<file path="config.mk">
export PLATFORM = sky130hd
export DESIGN_NAME = bit_serial_adder
export DESIGN_NICKNAME = d
export VERILOG_FILES = /design/src/rtl/bit_serial_adder_pkg.sv /design/src/rtl/bit_serial_adder_fa.sv /design/src/rtl/bit_serial_adder.sv
export SDC_FILE = /design/constraint.sdc
export NUM_CORES = 1
export LEC_CHECK = 0
export CORE_ASPECT_RATIO = 0.6
export CORE_UTILIZATION = 40
export DETAILED_ROUTE_END_ITERATION = 7
export HOLD_SLACK_MARGIN = 0.02
export PLACE_DENSITY_LB_ADDON = 0.05
export SLEW_MARGIN = 20
export SYNTH_ARGS = -nofsm -noshare
export SYNTH_HDL_FRONTEND = slang
export SYNTH_SLANG_ARGS = --single-unit
</file>
<file path="constraint.sdc">
create_clock -name CLK -period 2.1 [get_ports CLK]
set_input_delay 0.21 -clock CLK [delete_from_list [all_inputs] [get_ports CLK]]
set_output_delay 0.21 -clock CLK [all_outputs]
set_load 0.1 [all_outputs]
</file>
<file path="src/rtl/bit_serial_adder_pkg.sv">
// Shared types for the bit-serial adder: FSM state encoding and counter sizing.
package bit_serial_adder_pkg;

    typedef enum logic [1:0] {
        S_IDLE = 2'd0,
        S_RUN  = 2'd1,
        S_DONE = 2'd2
    } state_t;

    localparam int DEF_WIDTH = 8;

    // Bit counter only needs to reach WIDTH-1, so $clog2(WIDTH) bits suffice.
    function automatic int cnt_width(input int width);
        return (width < 2) ? 1 : $clog2(width);
    endfunction

    localparam int DEF_CNT_W = cnt_width(DEF_WIDTH);

endpackage

</file>
<file path="src/rtl/bit_serial_adder_fa.sv">
// One-bit structural full-adder cell.
module bit_serial_adder_fa (
    input  logic i_a,
    input  logic i_b,
    input  logic i_c,
    output logic o_s,
    output logic o_co
);

    assign o_s  = i_a ^ i_b ^ i_c;
    assign o_co = (i_a & i_b) | (i_a & i_c) | (i_b & i_c);

endmodule

</file>
<file path="src/rtl/bit_serial_adder.sv">
// LSB-first bit-serial adder: one full-adder cell, registered carry, one bit per clock.
module bit_serial_adder
    import bit_serial_adder_pkg::*;
#(
    parameter int WIDTH = DEF_WIDTH
) (
    input  logic             CLK,
    input  logic             RST_N,
    input  logic             START,
    input  logic [WIDTH-1:0] A,
    input  logic [WIDTH-1:0] B,
    input  logic             CIN,
    output logic             BUSY,
    output logic             DONE,
    output logic [WIDTH-1:0] SUM,
    output logic             COUT
);

    localparam int             CNT_W    = cnt_width(WIDTH);
    localparam logic [CNT_W-1:0] CNT_LAST = CNT_W'(WIDTH - 1);

    state_t           r_state;
    state_t           w_state_nxt;
    logic [WIDTH-1:0] r_a_sh;
    logic [WIDTH-1:0] r_b_sh;
    logic [WIDTH-2:0] r_res_sh;
    logic [WIDTH-1:0] r_sum;
    logic             r_carry;
    logic             r_cout;
    logic [CNT_W-1:0] r_cnt;
    logic             w_sum_bit;
    logic             w_carry_nxt;
    logic             w_last;
    logic             w_load;
    logic [WIDTH-1:0] w_res_nxt;

    bit_serial_adder_fa u_fa (
        .i_a  (r_a_sh[0]),
        .i_b  (r_b_sh[0]),
        .i_c  (r_carry),
        .o_s  (w_sum_bit),
        .o_co (w_carry_nxt)
    );

    assign w_last    = (r_cnt == CNT_LAST);
    // Only the upper WIDTH-1 result bits are kept; the final shift lands straight in r_sum.
    assign w_res_nxt = {w_sum_bit, r_res_sh};

    always_comb begin
        w_state_nxt = r_state;
        w_load      = 1'b0;
        case (r_state)
            S_IDLE, S_DONE: begin
                if (START) begin
                    w_load      = 1'b1;
                    w_state_nxt = S_RUN;
                end else begin
                    w_state_nxt = S_IDLE;
                end
            end
            S_RUN: begin
                if (w_last) begin
                    w_state_nxt = S_DONE;
                end
            end
            default: w_state_nxt = S_IDLE;
        endcase
    end

    always_ff @(posedge CLK) begin
        if (!RST_N) begin
            r_state  <= S_IDLE;
            r_a_sh   <= '0;
            r_b_sh   <= '0;
            r_res_sh <= '0;
            r_sum    <= '0;
            r_carry  <= 1'b0;
            r_cout   <= 1'b0;
            r_cnt    <= '0;
        end else begin
            r_state <= w_state_nxt;
            if (w_load) begin
                r_a_sh  <= A;
                r_b_sh  <= B;
                r_carry <= CIN;
                r_cnt   <= '0;
            end else if (r_state == S_RUN) begin
                r_a_sh   <= r_a_sh >> 1;
                r_b_sh   <= r_b_sh >> 1;
                r_carry  <= w_carry_nxt;
                r_res_sh <= w_res_nxt[WIDTH-1:1];
                if (w_last) begin
                    r_sum  <= w_res_nxt;
                    r_cout <= w_carry_nxt;
                end else begin
                    r_cnt <= r_cnt + 1'b1;
                end
            end
        end
    end

    assign BUSY = (r_state == S_RUN);
    assign DONE = (r_state == S_DONE);
    assign SUM  = r_sum;
    assign COUT = r_cout;

endmodule

</file>
Yosys cells after proc, flatten, opt, wreduce, memory -nomap -nowiden
Index checks and enable logic that the tools add are counted.
W data, S select, Z words.
{ "word_totals": {"output_inout_bits": 11, "inputBits": 20, "reg_bits": 38} }
{ "op_classes": {"n_bitwise": 10, "n_eq_ne": 4, "n_reduce_logical": 7, "addsub": 1, "mux": 11} }
{ "op_table": {"columns": ["cell", "n"], "rows": [
  ["$mux W8", 4],
  ["$mux W1", 5],
  ["$pmux W2 S2", 1],
  ["$reduce_and A2 Y1", 2],
  ["$reduce_or A2 Y1", 2],
  ["$add A3 B1 Y3 const B", 1],
  ["$and A1 B1 Y1", 3],
  ["$eq A3 B3 Y1 const B", 1],
  ["$not A1 Y1", 3],
  ["$reduce_and A3 Y1", 1],
  ["$eq A2 B1 Y1 const B", 1],
  ["$eq A2 B2 Y1 const B", 1],
  ["$logic_not A2 Y1", 1],
  ["$mux W2", 1],
  ["$ne A2 B1 Y1 const B", 1],
  ["$or A1 B1 Y1", 2],
  ["$reduce_bool A2 Y1", 1],
  ["$xor A1 B1 Y1", 2]
]} }

Longest topological paths before layout
Gate-level depths: netlist of run 1.
{ "depth": {"depth_word": 5, "depth_mapped": 6} }

Modules after synthesis
A second synthesis of run 1 with hierarchy kept.
{ "unflattened": {"cells_unflattened": 174, "area_unflattened_um2": 1581.5} }
{ "modules_own_cells": {"columns": ["mod", "cells_each", "seq_area_each_um2", "n_inst", "area_each_um2"], "rows": [
  ["bit_serial_adder", 173, 760.7, 1, 1561.5],
  ["bit_serial_adder_fa", 1, 0.0, 1, 20.0]
]} }

Worst setup path before layout of run 1
No wires, ideal clock.
{ "synth_path": {"kind": "register to output", "from": "register r_state[1]", "to": "output port DONE", "path_stages_with_launch": 2, "required_time_ns": 1.890, "setup_slack_ns": 0.175, "arrival_ns": 1.715, "cell_sequence": "dfxtp_1 nor2b_1"} }
{ "synth_between": {"elab_chain_cells": 1} }
{ "synth_rtl": {"columns": ["item", "line_no", "text"], "rows": [
  ["start, declared", "bit_serial_adder.sv:22", "state_t r_state;"],
  ["start signal, assigned", "bit_serial_adder.sv:81", "r_state <= w_state_nxt;"],
  ["$eq A2 B2 Y1", "bit_serial_adder.sv:103", "assign DONE = (r_state == S_DONE);"],
  ["end, declared", "bit_serial_adder.sv:14", "output logic DONE,"]
]} }
Every way passes these cells.

Worst setup path in the final report of run 1
{ "layout_path": {"from": "register r_state[1]", "to": "output port BUSY"} }
{ "layout_between": {"elab_chain_cells": 1} }
{ "layout_rtl": {"columns": ["item", "line_no", "text"], "rows": [
  ["$eq A2 B1 Y1", "bit_serial_adder.sv:102", "assign BUSY = (r_state == S_RUN);"],
  ["end, declared", "bit_serial_adder.sv:13", "output logic BUSY,"]
]} }
Every way passes these cells.

==> run_results.csv, run 1 <==
group,metric,value,unit
global_routing,grt_usage,16.68,%
drt,detail-route-antenna-nets,0,
finish,fin_util,54.25,%
floorplan,core_area,3722,sq um
clock_network,number_of_buffers_inserted_during_clock_tree_synthesis,5,
synthesis,post_synthesis_simple_gate_area_fraction,21.91,%
power,static-leakage-power,0.8001,nW
sta,totalNegativeSetupSlack,0,ns
floorplan,core.rowCount,17,
place,cell_area_after_placement,1877,sq um
synthesis,synth_seq_cells,38,
synthesis,synthTopCellsByCount,"sky130_fd_sc_hd__dfxtp_1, sky130_fd_sc_hd__nand3_1, sky130_fd_sc_hd__nand2_1, sky130_fd_sc_hd__a22oi_1, sky130_fd_sc_hd__a21boi_1",
finish,footprint_of_the_multi_input_gates,715.7,sq um
sta,final_critical_path_setup_slack,0.2935,ns
clock_network,clock_sinks,38,
sta,slew_headroom,59.09,%
synthesis,synthesis.area,1582,sq um
power,ir_worst_vdd,0.3700,mV
drt,via_per_inst,5.201,
setup_path,critical_path.max_fanout,23,
min_path,hold_class,"reg -> reg",
sta,max_slew.worst_pin.slew,0.6136,ns
setup_path,end_kind,"output port",
sta,slew_violations,0,
setup_path,arrival,1.60,ns
synthesis,synth-compound-area-share,19.94,%
global_routing,first_global_vias,1145,
synthesis,synth.mux.area_fraction,0,%
sta,worst_clk_skew,0.006277,ns
clock_network,clock_latency,0.29,ns
finish,final_layout_size_suffix_gt1_share,12.87,%
global_routing,global_route.overflow_total,0,
finish,final_net_count,224,
run_status,status,"finished, final reports clean",
place,port_buffers,30,
finish,antenna-diode-count,0,
clock_network,post_cts_resize_count,0,
synthesis,syn_nets,197,
floorplan,floorplan.die.width,83.18,um
finish,stdcell_area,2019,sq um
finish,n_fill_cell,345,
clock_network,clock_tree_from_tritoncts,"yes",
synthesis,main_combinational_cell_family_by_area_after_synthesis,"simple AND/OR/NAND/NOR gates",
synthesis,post_synth_fa_ha_maj_area_fraction,2.848,%
clock_network,cts_max_level,2,
floorplan,start_util,42.49,%
synthesis,yosys.cell_types.count,24,
synthesis,ys_top_cells_by_area,"sky130_fd_sc_hd__dfxtp_1, sky130_fd_sc_hd__nand3_1, sky130_fd_sc_hd__a22oi_1",
sta,final_period_minus_worst_setup_slack,1.806,ns
power,power_total,1.711,mW
synthesis,synth.yosys.seq_area_share,48.10,%
setup_path,timing.setup.critical_path_class,"reg -> out",
sta,fmax,0.5536,GHz
synthesis,postSynth.asyncResetShare,0,%
place,pre_cts_slack,0.4662,ns
synthesis,post_synth_inst_count,174,
sta,post-route-period-util,86.02,%
flow_run,cap_viol_max_count,0,
finish,ff_latch_area,760.7,sq um
place,gpl.final_weighted_congestion,0.7071,
place,hpwlAfterDp,2265,um
synthesis,yosysMostFrequentCell,"sky130_fd_sc_hd__dfxtp_1",
synthesis,ys.flop_type,"sky130_fd_sc_hd__dfxtp_1",
drt,drt-initial-drc-count,47,
floorplan,chipHeight,50.71,um
synthesis,synth-edff-count,0,
setup_path,worst_setup_path_start_kind,"flip-flop",
sta,finalHoldViolations,0,
finish,areaGrowthSynthToFinish,27.69,%
sta,unrepaired_setup_endpoints_after_global_routing,"no",
synthesis,synthesis.yosys.warnings,0,
power,pwrdens,847.4,nW/um^2
global_routing,grt_start_max_net_pins,24,
drt,avgRoutedWirePerCell,13.16,um
global_routing,grt_pass1_wl,5340,um
floorplan,floorplan.io_pins,31,
clock_network,holdBufCountCts,0,
synthesis,synth.largest_area_cell,"sky130_fd_sc_hd__dfxtp_1",
drt,route.vias.total,1295,
clock_network,root_driver,"sky130_fd_sc_hd__clkbuf_8",
synthesis,synth_top_cell_area_share,48.10,%
global_routing,grt_antenna_before_repair,0,
clock_network,clk_path_buf_depth,2,
drt,final_wirelength,3278,um
synthesis,post_synth_xor_area_fraction,0.5538,%
sta,setup_violations,0,
synthesis,syn-mean-instance-area,9.089,sq um
clock_network,cts.repair_timing.setup_buffer_count,0,
drt,detail_route.first_pass.iterations,4,
floorplan,dieArea,4217,sq um
setup_path,worst-endpoint-required,1.89,ns
drt,remaining_drc_errors,0,
clock_network,cts.reportedPaths.clkPinSlew,0.08,ns
## registers in the layout (all words and copies together), names as in the netlist
signal	cells
COUT	1
SUM	8
r_a_sh	8
r_b_sh	8
r_carry	1
r_cnt	3
r_res_sh	7
r_state	2
## worst max-delay path, stage by stage (launching register included)
cell	delay, ns
sky130_fd_sc_hd__dfxtp_1	0.39
sky130_fd_sc_hd__nand2b_1	0.45
sky130_fd_sc_hd__inv_4	0.23
sky130_fd_sc_hd__buf_12	0.23
## final timing paths
check,from,endpoint,slack (ns),cells past startpoint
worst max-delay path,r_state[1]$_SDFFE_PN0P_,BUSY,0.29,3
worst min-delay path,SUM[3]$_SDFFE_PN0P_,SUM[3]$_SDFFE_PN0P_,0.45,2
worst max register to register,r_state[1]$_SDFFE_PN0P_,r_a_sh[4]$_SDFFE_PN0P_,0.47,4
worst min register to register,SUM[3]$_SDFFE_PN0P_,SUM[3]$_SDFFE_PN0P_,0.45,2
## per-stage QoR
step           cells  hold slack, ns
6_report         249          0.4496
5_1_grt          249          0.4666
4_1_cts          249          0.4515
3_5_place_dp     241          0.4412
3_3_place_gp     241          0.4377
2_1_floorplan    174          0.3487
## layout by cell type, fill, tap and decap left out, drive strengths merged
| master | n |
|---|---|
| a21boi | 22 |
| a21oi | 2 |
| a22oi | 15 |
| and2 | 1 |
| and3b | 1 |
| buf | 16 |
| bufinv | 2 |
| clkbuf | 6 |
| clkdlybuf4s50 | 19 |
| dfxtp | 38 |
| fa | 1 |
| ha | 2 |
| inv | 1 |
| nand2 | 26 |
| nand2b | 2 |
| nand3 | 37 |
| nand3b | 1 |
| nor2 | 1 |
| nor2b | 2 |
| nor3b | 1 |
| o21a | 1 |
| o21ai | 4 |
| xnor2 | 1 |
## where the power goes
part | internal, mW | switching (mW)
Combinational | 0.0837 | 0.0965
Sequential | 0.748 | 0.0177
Clock | 0.507 | 0.258
## kinds of logic after synthesis
| family | Yosys count |
|---|---|
| simple gates | 72 |
| compound gates | 44 |
| flops | 38 |
| buf+inv | 16 |
| fa+ha+maj | 3 |
| xor+xnor | 1 |
## metal layers
layer / vias to the layer above / GRT usage (%) / wire (um)
met5: - / 0 / 0
met4: 0 / 7.759 / 43
met3: 5 / 5.592 / 139
met2: 21 / 23.77 / 1350
met1: 602 / 22.73 / 1744
li1: 667 / - / -
## final cells by class
class / instances / share of cell area (%)
clock buffers: 6 / 4.089
well taps: 47 / 2.912
repair buffers: 35 / 16.60
inverters: 1 / 0.3098
clock inverters: 2 / 2.974
flip-flops and latches: 38 / 37.67
multi-input cells: 120 / 35.44
No activity file was read; power rests on OpenSTA's default activity.
==> run 2: changes to the inputs <==
--- a/config.mk
+++ b/config.mk
@@ -7,6 +7,7 @@
 export LEC_CHECK = 0
 export CORE_ASPECT_RATIO = 0.6
 export CORE_UTILIZATION = 40
+export CTS_BUF_LIST = sky130_fd_sc_hd__clkbuf_4 sky130_fd_sc_hd__clkbuf_8
 export DETAILED_ROUTE_END_ITERATION = 7
 export HOLD_SLACK_MARGIN = 0.02
 export PLACE_DENSITY_LB_ADDON = 0.05
==> results of run 2 <==
Final layout, timing and power as in run 1 (identical DEF).
